`src/rtl/paint_draw_fsm_pkg.sv`:
```
// Shared definitions for the paint drawing controller.
// - state_t : controller state encoding, also exported on the debug port
// - MODE_*  : mode switch codes (2'b10 is reserved and behaves as a point)
package paint_pkg;

  typedef enum logic [4:0] {
    S_WAIT    = 5'd0,
    S_LOAD_X  = 5'd1,
    S_LOAD_Y  = 5'd2,
    S_WAIT_2  = 5'd3,
    S_LOAD_X2 = 5'd4,
    S_LOAD_Y2 = 5'd5,
    S_DRAW    = 5'd6
  } state_t;

  localparam logic [1:0] MODE_POINT = 2'b00;
  localparam logic [1:0] MODE_RECT  = 2'b01;
  localparam logic [1:0] MODE_CLEAR = 2'b11;

endpackage

```
`src/rtl/paint_draw_fsm_if.sv`:
```
// Key/switch inputs and the VGA adapter pixel port of the paint controller.
// master : the drawing controller (reads go/mode/coord_in/colour_in,
//          drives x_out/y_out/colour_out/plot/busy/done)
// slave  : the environment (keys, switches and VGA adapter)
// Pixel port semantics: every cycle with plot high is exactly one pixel
// write of colour_out at (x_out, y_out); there is no back-pressure, the
// adapter accepts one pixel per cycle. done marks the final pixel of a
// command and is only ever high together with plot.
interface paint_draw_fsm_if #(
  parameter int X_W      = 8,
  parameter int Y_W      = 7,
  parameter int COLOUR_W = 3
) ();

  logic                go;
  logic [1:0]          mode;
  logic [X_W-1:0]      coord_in;
  logic [COLOUR_W-1:0] colour_in;
  logic [X_W-1:0]      x_out;
  logic [Y_W-1:0]      y_out;
  logic [COLOUR_W-1:0] colour_out;
  logic                plot;
  logic                busy;
  logic                done;

  modport master (
    input  go, mode, coord_in, colour_in,
    output x_out, y_out, colour_out, plot, busy, done
  );

  modport slave (
    output go, mode, coord_in, colour_in,
    input  x_out, y_out, colour_out, plot, busy, done
  );

endinterface

```
`src/rtl/paint_draw_fsm_rect_sweep.sv`:
```
// Raster sweep over the rectangle spanned by two corners.
// Ports:
//   Clock, Reset   : clock, synchronous active-high reset
//   start          : load corners (any order) and begin at (xmin, ymin)
//   x1, y1, x2, y2 : corner coordinates, sampled only when start is high
//   xc, yc         : current pixel; hold the final pixel after the sweep
//   last           : high while (xc, yc) is the final pixel of the sweep
module rect_sweep #(
  parameter int X_W = 8,
  parameter int Y_W = 7
) (
  input  logic           Clock,
  input  logic           Reset,
  input  logic           start,
  input  logic [X_W-1:0] x1,
  input  logic [Y_W-1:0] y1,
  input  logic [X_W-1:0] x2,
  input  logic [Y_W-1:0] y2,
  output logic [X_W-1:0] xc,
  output logic [Y_W-1:0] yc,
  output logic           last
);

  logic [X_W-1:0] xmin, xmax;
  logic [Y_W-1:0] ymin, ymax;
  logic           active;

  assign last = active && (xc == xmax) && (yc == ymax);

  always_ff @(posedge Clock) begin
    if (Reset) begin
      xmin   <= '0;
      xmax   <= '0;
      ymin   <= '0;
      ymax   <= '0;
      xc     <= '0;
      yc     <= '0;
      active <= 1'b0;
    end else if (start) begin
      xmin   <= (x1 < x2) ? x1 : x2;
      xmax   <= (x1 < x2) ? x2 : x1;
      ymin   <= (y1 < y2) ? y1 : y2;
      ymax   <= (y1 < y2) ? y2 : y1;
      xc     <= (x1 < x2) ? x1 : x2;
      yc     <= (y1 < y2) ? y1 : y2;
      active <= 1'b1;
    end else if (active) begin
      // The counters stop on the final pixel so the pixel port keeps
      // showing it once the controller is idle again.
      if (last) begin
        active <= 1'b0;
      end else if (xc == xmax) begin
        xc <= xmin;
        yc <= yc + 1'b1;
      end else begin
        xc <= xc + 1'b1;
      end
    end
  end

endmodule

```
`src/rtl/paint_draw_fsm.sv`:
```
// Paint controller: captures corners with a debounced go key, then writes
// one pixel per clock to the VGA adapter (point, filled rectangle, clear).
// Ports:
//   Clock, Reset : clock, synchronous active-high reset
//   bus          : key/switch inputs and pixel port (master side)
//   state_dbg    : current controller state
module paint_draw_fsm
  import paint_pkg::*;
#(
  parameter int X_W      = 8,
  parameter int Y_W      = 7,
  parameter int COLOUR_W = 3,
  parameter int MAX_X    = 159,
  parameter int MAX_Y    = 119
) (
  input  logic             Clock,
  input  logic             Reset,
  paint_draw_fsm_if.master bus,
  output state_t           state_dbg
);

  localparam logic [X_W-1:0] MAX_XV = X_W'(MAX_X);
  localparam logic [Y_W-1:0] MAX_YV = Y_W'(MAX_Y);

  function automatic logic [X_W-1:0] sat_x(input logic [X_W-1:0] v);
    return (v > MAX_XV) ? MAX_XV : v;
  endfunction

  function automatic logic [Y_W-1:0] sat_y(input logic [Y_W-1:0] v);
    return (v > MAX_YV) ? MAX_YV : v;
  endfunction

  state_t              state_q, state_d;
  logic                go_q;
  logic                go_rise;
  logic [1:0]          mode_r, mode_d;
  logic [COLOUR_W-1:0] colour_r, colour_d;
  logic [X_W-1:0]      x1_r, x1_d, x2_r, x2_d;
  logic [Y_W-1:0]      y1_r, y1_d, y2_r, y2_d;
  logic                start;
  logic [X_W-1:0]      xc;
  logic [Y_W-1:0]      yc;
  logic                last;

  assign go_rise = bus.go & ~go_q;

  always_ff @(posedge Clock) begin
    if (Reset) begin
      state_q  <= S_WAIT;
      go_q     <= 1'b1;  // a key held through reset must not advance
      mode_r   <= MODE_POINT;
      colour_r <= '0;
      x1_r     <= '0;
      y1_r     <= '0;
      x2_r     <= '0;
      y2_r     <= '0;
    end else begin
      state_q  <= state_d;
      go_q     <= bus.go;
      mode_r   <= mode_d;
      colour_r <= colour_d;
      x1_r     <= x1_d;
      y1_r     <= y1_d;
      x2_r     <= x2_d;
      y2_r     <= y2_d;
    end
  end

  // The sweep is started from the next-state corner values, so corners
  // captured in the same cycle that enters DRAW are already included.
  always_comb begin
    state_d  = state_q;
    mode_d   = mode_r;
    colour_d = colour_r;
    x1_d     = x1_r;
    y1_d     = y1_r;
    x2_d     = x2_r;
    y2_d     = y2_r;
    start    = 1'b0;
    case (state_q)
      S_WAIT: begin
        if (go_rise) begin
          mode_d   = bus.mode;
          colour_d = bus.colour_in;
          if (bus.mode == MODE_CLEAR) begin
            colour_d = '0;
            x1_d     = '0;
            y1_d     = '0;
            x2_d     = MAX_XV;
            y2_d     = MAX_YV;
            start    = 1'b1;
            state_d  = S_DRAW;
          end else begin
            state_d  = S_LOAD_X;
          end
        end
      end
      S_LOAD_X: begin
        if (go_rise) begin
          x1_d    = sat_x(bus.coord_in);
          state_d = S_LOAD_Y;
        end
      end
      S_LOAD_Y: begin
        if (go_rise) begin
          y1_d = sat_y(bus.coord_in[Y_W-1:0]);
          if (mode_r == MODE_RECT) begin
            state_d = S_WAIT_2;
          end else begin
            x2_d    = x1_r;
            y2_d    = sat_y(bus.coord_in[Y_W-1:0]);
            start   = 1'b1;
            state_d = S_DRAW;
          end
        end
      end
      S_WAIT_2: begin
        if (go_rise) state_d = S_LOAD_X2;
      end
      S_LOAD_X2: begin
        if (go_rise) begin
          x2_d    = sat_x(bus.coord_in);
          state_d = S_LOAD_Y2;
        end
      end
      S_LOAD_Y2: begin
        if (go_rise) begin
          y2_d    = sat_y(bus.coord_in[Y_W-1:0]);
          start   = 1'b1;
          state_d = S_DRAW;
        end
      end
      S_DRAW: begin
        if (last) state_d = S_WAIT;
      end
      default: state_d = S_WAIT;
    endcase
  end

  rect_sweep #(
    .X_W(X_W),
    .Y_W(Y_W)
  ) u_sweep (
    .Clock (Clock),
    .Reset (Reset),
    .start (start),
    .x1    (x1_d),
    .y1    (y1_d),
    .x2    (x2_d),
    .y2    (y2_d),
    .xc    (xc),
    .yc    (yc),
    .last  (last)
  );

  assign bus.plot       = (state_q == S_DRAW);
  assign bus.done       = (state_q == S_DRAW) && last;
  assign bus.busy       = (state_q != S_WAIT);
  assign bus.x_out      = xc;
  assign bus.y_out      = yc;
  assign bus.colour_out = colour_r;
  assign state_dbg      = state_q;

endmodule
```
`src/flat_wrapper.sv`:
```
// flat-port wrapper written by rule: the top's interface ports become plain ports
module paint_draw_fsm_flat import paint_pkg::*;
#(
  parameter int X_W      = 8,
  parameter int Y_W      = 7,
  parameter int COLOUR_W = 3,
  parameter int MAX_X    = 159,
  parameter int MAX_Y    = 119
)
  (Clock, Reset, state_dbg, bus_go, bus_mode, bus_coord_in, bus_colour_in, bus_x_out, bus_y_out, bus_colour_out, bus_plot, bus_busy, bus_done);
  paint_draw_fsm_if #(.X_W(X_W), .Y_W(Y_W), .COLOUR_W(COLOUR_W)) bus_i ();
  input  logic Clock;
  input  logic Reset;
  output state_t state_dbg;
  input wire logic [$bits(bus_i.go)-1:0] bus_go;
  input wire logic [$bits(bus_i.mode)-1:0] bus_mode;
  input wire logic [$bits(bus_i.coord_in)-1:0] bus_coord_in;
  input wire logic [$bits(bus_i.colour_in)-1:0] bus_colour_in;
  output wire logic [$bits(bus_i.x_out)-1:0] bus_x_out;
  output wire logic [$bits(bus_i.y_out)-1:0] bus_y_out;
  output wire logic [$bits(bus_i.colour_out)-1:0] bus_colour_out;
  output wire logic [$bits(bus_i.plot)-1:0] bus_plot;
  output wire logic [$bits(bus_i.busy)-1:0] bus_busy;
  output wire logic [$bits(bus_i.done)-1:0] bus_done;
  assign bus_i.go = bus_go;
  assign bus_i.mode = bus_mode;
  assign bus_i.coord_in = bus_coord_in;
  assign bus_i.colour_in = bus_colour_in;
  assign bus_x_out = bus_i.x_out;
  assign bus_y_out = bus_i.y_out;
  assign bus_colour_out = bus_i.colour_out;
  assign bus_plot = bus_i.plot;
  assign bus_busy = bus_i.busy;
  assign bus_done = bus_i.done;
  paint_draw_fsm #(.X_W(X_W), .Y_W(Y_W), .COLOUR_W(COLOUR_W), .MAX_X(MAX_X), .MAX_Y(MAX_Y)) u_core (.Clock(Clock), .Reset(Reset), .bus(bus_i), .state_dbg(state_dbg));
endmodule
```
`config.mk`:
```
export PLATFORM = sky130hd
export DESIGN_NAME = paint_draw_fsm_flat
export DESIGN_NICKNAME = d
export VERILOG_FILES = /design/src/rtl/paint_draw_fsm_pkg.sv /design/src/rtl/paint_draw_fsm_if.sv /design/src/rtl/paint_draw_fsm_rect_sweep.sv /design/src/rtl/paint_draw_fsm.sv /design/src/flat_wrapper.sv
export SDC_FILE = /design/constraint.sdc
export NUM_CORES = 1
export LEC_CHECK = 0
export ABC_AREA = 1
export CAP_MARGIN = 20
export CORE_MARGIN = 2
export CORE_UTILIZATION = 60
export CTS_BUF_LIST = sky130_fd_sc_hd__clkbuf_8
export CTS_CLUSTER_SIZE = 25
export DETAILED_ROUTE_END_ITERATION = 12
export GPL_TIMING_DRIVEN = 0
export HOLD_SLACK_MARGIN = 0.12
export PLACE_DENSITY = 0.79
export REMOVE_ABC_BUFFERS = 1
export SYNTH_ARGS = -nofsm -noshare
export SYNTH_HDL_FRONTEND = slang
export SYNTH_SLANG_ARGS = --single-unit
```
`constraint.sdc`:
```
create_clock -name Clock -period 3.84 [get_ports Clock]
set_clock_uncertainty 0.1 [all_clocks]
set_input_delay 0.384 -clock Clock [delete_from_list [all_inputs] [get_ports Clock]]
set_output_delay 0.384 -clock Clock [all_outputs]
set_load 0.01 [all_outputs]
```
Word-level counts from Yosys, hierarchy flattened
Cells that the tools add are included.
{ "classes": {"add_sub_neg": 2, "multipliers": 0, "div": 0, "n_lt_le_gt_ge": 4, "eq_ne": 18, "shift": 0, "muxes": 54, "n_bitwise": 2, "reduce_logical": 11} }
{ "op_table": {"columns": ["cell", "n"], "rows": [
  ["$mux W8", 15],
  ["$mux W7", 15],
  ["$mux W5", 7],
  ["$pmux W5 S7", 1],
  ["$pmux W8 S3", 1],
  ["$pmux W7 S3", 1],
  ["$ne A2 B1 Y1 const B", 8],
  ["$pmux W8 S2", 1],
  ["$eq A5 B3 Y1 const B", 3],
  ["$pmux W7 S2", 1],
  ["$eq A5 B2 Y1 const B", 2],
  ["$mux W3", 3],
  ["$add A8 B1 Y8 const B", 1],
  ["$eq A8 B8 Y1", 1],
  ["$gt A8 B8 Y1 const B", 1],
  ["$lt A8 B8 Y1", 1],
  ["$mux W1", 8],
  ["$add A7 B1 Y7 const B", 1],
  ["$eq A7 B7 Y1", 1],
  ["$gt A7 B7 Y1 const B", 1],
  ["$lt A7 B7 Y1", 1],
  ["$reduce_and A7 Y1", 1],
  ["$eq A5 B1 Y1 const B", 1],
  ["$logic_not A5 Y1", 1],
  ["10 further kinds", 14]
]} }
{ "word_totals": {"reg_bits": 80, "latch_bits": 0, "mem_bits_rw": 0, "mem_bits_ro": 0, "inputBits": 16, "output_inout_bits": 26, "wordCells": 105, "memories": 0} }

Logic depth before layout (Yosys ltp)
Gate-level depths: netlist of the first run.
{ "depth": {"word_depth": 8, "mapped_depth": 21, "ltp_nobuf": 20} }

Hierarchy
A second synthesis of the first run with hierarchy kept.
{ "unflattened": {"cells_unflattened": 837, "area_unflattened_um2": 5212.5} }
{ "by_module_without_submodules": {"columns": ["mod", "n_inst", "cells_per_inst", "area_per_inst_um2", "seq_area_each_um2"], "rows": [
  ["rect_sweep", 1, 453, 2854.0, 780.7],
  ["paint_draw_fsm", 1, 384, 2358.5, 780.7]
]} }

Worst setup path before layout of the first run
No wires, ideal clock.
{ "synth_path": {"kind": "reg2reg", "startpoint": "register u_core.state_q[2] (netlist: u_core.state_dbg[2])", "endpoint": "register u_core.u_sweep.xmin[2]", "setup_time_ns": 0.132, "arrival_time_ns": 2.967, "required_ns": 3.608, "setup_slack_ns": 0.641, "stages_incl_launch_ff": 17, "path_buffers": 1, "period_less_slack_ns": 3.199, "cell_sequence": "dfxtp_1 > inv_2 > nand2_4 > inv_2 > nand2_2 > inv_1 > a21oi_1 > nand2_1 > a21oi_1 > ha_1 > a21oi_1 > nor2_1 > a211oi_1 > clkbuf_1 > nand3_1 > nand3_2 > a21oi_1"} }
{ "synth_via": {"elab_chain_len": 4, "elab_cells_between_ends": 10, "classes_between": "order compare (1); eq/ne (4); mux (4); reduce/logical (1)"} }
{ "synth_rtl": {"columns": ["element", "line", "text"], "rows": [
  ["from (decl)", "paint_draw_fsm.sv:33", "state_t state_q, state_d;"],
  ["from (signal assigned)", "paint_draw_fsm.sv:58", "state_q <= state_d;"],
  ["$eq A5 B3 Y1 (tied with other cells)", "paint_draw_fsm.sv:80", "case (state_q)"],
  ["$pmux W8 S3 / $pmux W8 S2 (equally long branches)", "paint_draw_fsm.sv:80", null],
  ["$lt A8 B8 Y1", "paint_draw_fsm_rect_sweep.sv:40", "xmin <= (x1 < x2) ? x1 : x2;"],
  ["$mux W8", "paint_draw_fsm_rect_sweep.sv:40", null],
  ["to (signal assigned)", "paint_draw_fsm_rect_sweep.sv:40", null],
  ["to (decl)", "paint_draw_fsm_rect_sweep.sv:24", "logic [X_W-1:0] xmin, xmax;"]
]} }
Parallel ways exist; a longest one is shown, timed or not.
A chain may end at the register's enable or synchronous reset.

Final worst setup path of the first run
{ "layout_path": {"startpoint": "input port bus_mode[1]", "endpoint": "register u_core.u_sweep.xmax[0]"} }
{ "layout_via": {"elab_chain_len": 6, "elab_cells_between_ends": 12, "classes_between": "order compare (1); eq/ne (1); mux (10)"} }
{ "layout_rtl": {"columns": ["element", "line", "text"], "rows": [
  ["from (decl)", "flat_wrapper.sv:16", "input wire logic [$bits(bus_i.mode)-1:0] bus_mode;"],
  ["$eq A2 B2 Y1 (*)", "paint_draw_fsm.sv:85", "if (bus.mode == MODE_CLEAR) begin"],
  ["$mux W8", "paint_draw_fsm.sv:85", null],
  ["$mux W8", "paint_draw_fsm.sv:82", "if (go_rise) begin"],
  ["$pmux W8 S3 / $pmux W8 S2 (equally long branches)", "paint_draw_fsm.sv:80", null],
  ["$lt A8 B8 Y1", "paint_draw_fsm_rect_sweep.sv:41", "xmax <= (x1 < x2) ? x2 : x1;"],
  ["$mux W8", "paint_draw_fsm_rect_sweep.sv:41", null],
  ["to (signal assigned)", "paint_draw_fsm_rect_sweep.sv:41", null],
  ["to (decl)", "paint_draw_fsm_rect_sweep.sv:24", null]
]} }
Mark *: on every way between the ends. The rest lies on a longest branch, timed or not.

==> flow_summary_export.csv, run 1 <==
group,metric,value,unit
cts,clockBufferDepth,2,
placement,place_hpwl,9.23,mm
critical_path,required,3.98,ns
critical_path,reg2reg_from,"u_core.state_dbg[1]$_SDFFE_PP0P_",
pwr,powerDensity,380,mW/mm^2
sta,maxSlewViolCount,0,
yosys,yosysMostFrequentCell,"nand2_1",
global_routing,gr-usage-all-layers,30.9,%
global_routing,overflow,0,
global_routing,grt_pass1_wl,21.9,mm
hold_path,hp-start,"u_core.mode_r[1]$_SDFFE_PP0P_",
floorplanning,design.core.area,0.00777,mm^2
sta,worst_pin_slew,0.851,ns
routing,drt_iter0_markers,358,
yosys,ys_types,40,
pwr,switching_share,33.7,%
floorplanning,start_util,62.3,%
cts,clkSinkCount,78,
pwr,p_leak,2.54,nW
yosys,synth_commonest_cells,"nand2_1, inv_1, nor2_1",
routing,ant_nets,0,
layout,area_delta_synth_final,15.8,%
layout,layout-drive-gt1-share,7.99,%
layout,final_util,72.1,%
global_routing,grt_max_degree,50,
pwr,power,2.13,mW
cts,cts_tree,"built",
hold_path,hp-class,"register to register",
yosys,synth.cell_area,0.00484,mm^2
placement,dp_cells,854,
sta,hold_violations,0,
critical_path,cp-start-kind,"input pin",
pwr,combPwrFrac,27.4,%
cts,clk_pin_slew,0.08,ns
floorplanning,die_h,93.8,um
sta,slew_headroom,43.2,%
yosys,ys_seq_elements,78,
routing,drc,0,
placement,dpl_worst_slack,-1.13,ns
sta,finalCritPeriodShare,92.9,%
layout,fin_nets,803,
global_routing,antenna_found_initial,0,
yosys,yosysTopAreaCell,"dfxtp_1",
layout,fillCellCount,650,
pwr,p_sw,0.718,mW
cts,cts-root-buf,"clkbuf_8",
critical_path,crit_path_start,"bus_mode[1]",
cts,clk_latency,0.35,ns
layout,design_area,0.00560,mm^2
critical_path,worstPathArrival,3.71,ns
floorplanning,rows,32,
sta,fin_tns_setup,0,ns
floorplanning,io_pins,42,
sta,setup_ws,0.272,ns
sta,holdWs,0.358,ns
critical_path,worst-setup-path-type,"input pin to register",
yosys,synth_edf_count,0,
yosys,yosysSeqAreaShare,32.3,%
yosys,synth_top_area_share,32.3,%
yosys,synth_area_per_cell,6.58,um^2
routing,wire_per_inst,14.7,um
placement,portBuffers,39,
yosys,async_reset_ff_share,0,%
cts,cts_hold_buf,0,
yosys,yosysWarnings,0,
cts,htreeDepth,3,
routing,routed_wl,12.9,mm
routing,avgViaCountPerCell,5.70,
pwr,p_int,1.41,mW
floorplanning,dieArea,0.00880,mm^2
flow_run,cap_viol_max_count,0,
placement,gp_congestion,0.936,
placement,dpl_cell_area,0.00528,mm^2
critical_path,end_kind,"register",
critical_path,worstPathMaxFanout,17,
sta,min_period,3.57,ns
global_routing,grt_pass1_vias,4754,
yosys,syn_inst,735,
sta,setup_viol,0,
floorplanning,fp.dieW,93.8,um
sta,fmax,0.280,GHz
pwr,max-vdd-ir-drop,278,uV
yosys,synth_ff_type,"dfxtp_1",
yosys,ys_top_cells_by_area,"dfxtp_1, nand2_1, inv_1",
sta,rsz0062_at_grt,"false",
pwr,pwr-share-seq,40.9,%
routing,first_pass_iters,5,
cts,cts_buffers,9,
pwr,pwr-share-clk,31.7,%
layout,antennaDiodeCount,0,
routing,via_count,5003,
layout,fin_cells,878,
outcome,status,"completed",
## final timing paths
path                                                            end  cells after the start  slack, ns
worst max-delay path            u_core.u_sweep.xmax[0]$_SDFFE_PP0P_                     18       0.27
worst min-delay path                  u_core.mode_r[1]$_SDFFE_PP0P_                      2       0.36
worst max register to register  u_core.u_sweep.ymax[5]$_SDFFE_PP0P_                     14       0.33
worst min register to register        u_core.mode_r[1]$_SDFFE_PP0P_                      2       0.36
## cell usage in the layout (no fill, tap or decap), types with 6 or more instances in the layout
cell type / n
o211ai_1: 14
xnor2_1: 7
clkbuf_8: 9
buf_4: 8
nand3_1: 42
ha_1: 15
o21ai_0: 74
nand2_2: 9
dfxtp_1: 77
a21oi_1: 52
nor2_1: 89
inv_2: 7
a31oi_1: 12
inv_1: 99
xor2_1: 13
nand2_1: 137
nor3_1: 6
clkdlybuf4s50_1: 39
o22ai_1: 8
## cells by family after synthesis
logic type      Yosys count  share of synthesized area, %
compound gates          181                          21.3
xor+xnor                 20                          3.62
fa+ha+maj                15                          3.88
flops                    78                          32.3
other cells               1                        0.0775
buf+inv                 131                          10.9
simple gates            309                          28.0
## timing repair
action	CTS	global route
gates resized for setup	3	5
pin swaps	2	2
cloned	1	0
setup endpoints to repair	39	39
buffers inserted	2	6
## worst max-delay path, stage by stage
cell	delay [ns]
clkdlybuf4s50_1	0.50
nand2_1	0.11
inv_1	0.13
nand2_1	0.23
nand2_2	0.15
inv_1	0.08
a21oi_1	0.25
nand2_1	0.12
a21oi_1	0.31
ha_1	0.31
a21oi_1	0.13
nor2_1	0.08
a211oi_4	0.32
nand2_4	0.19
inv_1	0.14
nor2_1	0.05
nor2_1	0.15
nor2_1	0.06
## final cells by class
| class | count | area, um^2 | share of cell area, % |
|---|---|---|---|
| clock buffer | 9 | 124 | 2.21 |
| clock inverter | 6 | 86.3 | 1.54 |
| inverter | 106 | 398 | 7.10 |
| multi-input combinational | 528 | 2810 | 50.2 |
| sequential | 78 | 1560 | 27.9 |
| tap | 102 | 128 | 2.28 |
| timing repair buffer | 49 | 493 | 8.80 |
## flip-flops by register name, summed over array words and instances (netlist names)
signal,cells
u_core.u_sweep.xc,8
u_core.bus.colour_out,3
u_core.y1_r,7
u_core.y2_r,7
u_core.x1_r,8
u_core.u_sweep.yc,7
u_core.x2_r,8
u_core.u_sweep.xmin,8
u_core.mode_r,2
u_core.u_sweep.ymax,7
u_core.go_q,1
u_core.u_sweep.active,1
u_core.state_dbg,3
u_core.u_sweep.xmax,8
## power groups by stage
stage | combinational, mW | clock [mW] | sequential, mW
after CTS | 0.542 | 0.679 | 0.870
after global routing | 0.654 | 0.722 | 0.875
after global placement | 0.515 | 0 | 0.888
after floorplan | 0.373 | 0 | 0.888
final | 0.583 | 0.675 | 0.871
after detailed placement | 0.532 | 0 | 0.888
## routing by layer
metal | GRT usage, % | wire (um) | vias to the layer above
met1 | 41.1 | 5750 | 2307
met5 | 0 | 0 | -
met4 | 11.5 | 257 | 0
met3 | 4.01 | 851 | 20
li1 | - | - | 2497
met2 | 51.2 | 6030 | 179
No activity file was read; power rests on OpenSTA's default activity.
==> inputs of run 2 (changes only) <==
--- a/config.mk
+++ b/config.mk
@@ -15,6 +15,7 @@
 export GPL_TIMING_DRIVEN = 0
 export HOLD_SLACK_MARGIN = 0.12
 export PLACE_DENSITY = 0.79
+export RECOVER_POWER = 25
 export REMOVE_ABC_BUFFERS = 1
 export SYNTH_ARGS = -nofsm -noshare
 export SYNTH_HDL_FRONTEND = slang
==> constraint.sdc (replaced) <==
create_clock -name Clock -period 4.36 [get_ports Clock]
set_clock_uncertainty 0.1 [all_clocks]
set_input_delay 0.436 -clock Clock [delete_from_list [all_inputs] [get_ports Clock]]
set_output_delay 0.436 -clock Clock [all_outputs]
set_load 0.01 [all_outputs]
==> flow_summary_export.csv, run 2 (synthesized netlist as in run 1, its figures left out) <==
group,metric,value,unit
outcome,status,"completed",
cts,cts_hold_buf,0,
flow_run,cap_viol_max_count,0,
routing,first_pass_iters,5,
placement,dpl_cell_area,0.00528,mm^2
floorplanning,fp.dieW,93.8,um
sta,holdWs,0.358,ns
routing,via_count,4996,
critical_path,crit_chain,"clkdlybuf4s50_1 > inv_2 > nor2_4 > nand2_1 > nand2_2 > inv_1 > a21oi_1 > nand2_1 > a21oi_1 > ha_1 > a21oi_1 > nor2_1 > a211oi_4 > buf_4 > nand2_4 > nand2_1 > nand3_1 > a21oi_1",
routing,avgViaCountPerCell,5.71,
critical_path,worst-setup-path-type,"input pin to register",
layout,antennaDiodeCount,0,
placement,place_hpwl,9.23,mm
global_routing,antenna_found_initial,0,
cts,cts_tree,"built",
floorplanning,dieArea,0.00880,mm^2
global_routing,overflow,0,
global_routing,grt_max_degree,50,
sta,maxSlewViolCount,0,
hold_path,hp-start,"u_core.mode_r[1]$_SDFFE_PP0P_",
placement,portBuffers,39,
layout,layout_common_cells,"nand2_1, inv_1, nor2_1",
floorplanning,design.core.area,0.00777,mm^2
global_routing,grt_pass1_wl,21.8,mm
cts,cts_buffers,9,
routing,drc,0,
sta,setup_viol,0,
sta,setup_ws,0.418,ns
layout,area_delta_synth_final,15.0,%
pwr,power,1.84,mW
cts,clk_latency,0.36,ns
floorplanning,rows,32,
placement,dpl_worst_slack,-0.660,ns
layout,layout-drive-gt1-share,7.24,%
critical_path,cp-start-kind,"input pin",
cts,htreeDepth,3,
critical_path,crit_path_start,"bus_go",
layout,design_area,0.00556,mm^2
sta,hold_violations,0,
cts,clk_pin_slew,0.08,ns
layout,final_common_cell,"nand2_1",
critical_path,required,4.55,ns
cts,clockBufferDepth,2,
critical_path,slowest_stage,"clkdlybuf4s50_1",
placement,gp_congestion,0.936,
routing,routed_wl,12.9,mm
floorplanning,start_util,62.3,%
sta,min_period,3.94,ns
hold_path,hp-class,"register to register",
routing,drt_iter0_markers,314,
floorplanning,die_h,93.8,um
cts,cts-root-buf,"clkbuf_8",
cts,clkSinkCount,78,
sta,fmax,0.254,GHz
sta,finalCritPeriodShare,90.4,%
pwr,p_leak,2.59,nW
critical_path,crit_top_cell,"a21oi_1",
layout,fin_nets,800,
sta,slew_headroom,38.6,%
critical_path,reg2reg_from,"u_core.state_dbg[1]$_SDFFE_PP0P_",
critical_path,worstPathArrival,4.13,ns
critical_path,end_kind,"register",
critical_path,slowest_delay,0.51,ns
pwr,max-vdd-ir-drop,263,uV
sta,rsz0062_at_grt,"false",
critical_path,worstPathMaxFanout,19,
routing,wire_per_inst,14.8,um
global_routing,gr-usage-all-layers,30.8,%
global_routing,grt_pass1_vias,4741,
pwr,powerDensity,332,mW/mm^2
sta,worst_pin_slew,0.920,ns
routing,ant_nets,0,
floorplanning,io_pins,42,
[run 2: worst max-delay path: cells and delay by family]
kind,cells,cell delay (ns)
buf+inv,4,0.87
fa+ha+maj,1,0.31
simple gates,8,1.40
compound gates,5,1.09
[run 2: path summary, 6_finish.rpt]
kind | to | slack (ns) | cells past startpoint
worst max-delay path | u_core.u_sweep.xmin[7]$_SDFFE_PP0P_ | 0.42 | 18
worst min-delay path | u_core.mode_r[1]$_SDFFE_PP0P_ | 0.36 | 2
worst max register to register | u_core.u_sweep.yc[3]$_SDFFE_PP0P_ | 0.61 | 15
worst min register to register | u_core.mode_r[1]$_SDFFE_PP0P_ | 0.36 | 2
[run 2: stage by stage]
stage / std cells / utilization, % / TNS [ns]
finish: 875 / 71.6 / 0
global route: 875 / 71.6 / 0
CTS: 870 / 70.9 / 0
detailed placement: 854 / 68.0 / -16.39
global placement: 852 / 67.3 / -36.95
floorplan: 711 / - / 0
[run 2: cell type report]
cell class / count / area [um^2]
clock buffer: 9 / 124
clock inverter: 6 / 86.3
fill: 661 / 2210
inverter: 106 / 398
multi-input combinational: 528 / 2790
sequential: 78 / 1560
tap: 102 / 128
timing repair buffer: 46 / 470
[run 2: report_power, final]
group,internal [mW],switching (mW)
combinational,0.160,0.324
clock,0.319,0.276
sequential,0.739,0.0275
[run 2: repair_timing]
| action | 4_1_cts | 5_1_grt |
|---|---|---|
| setup buffers | 0 | 5 |
| pin swaps | 1 | 1 |
| gates resized for setup | 1 | 2 |
| cloned | 1 | 0 |
| setup endpoints to repair | 24 | 26 |
[run 2: layer usage]
| metal | routed length [um] | global-route usage (%) | vias to the layer above | part of all wire (%) |
|---|---|---|---|---|
| met5 | 0 | 0 | - | 0 |
| met4 | 263 | 11.7 | 0 | 2.0 |
| li1 | - | - | 2490 | - |
| met3 | 814 | 4.33 | 27 | 6.3 |
| met1 | 5790 | 40.8 | 2306 | 45 |
| met2 | 6040 | 50.9 | 173 | 47 |
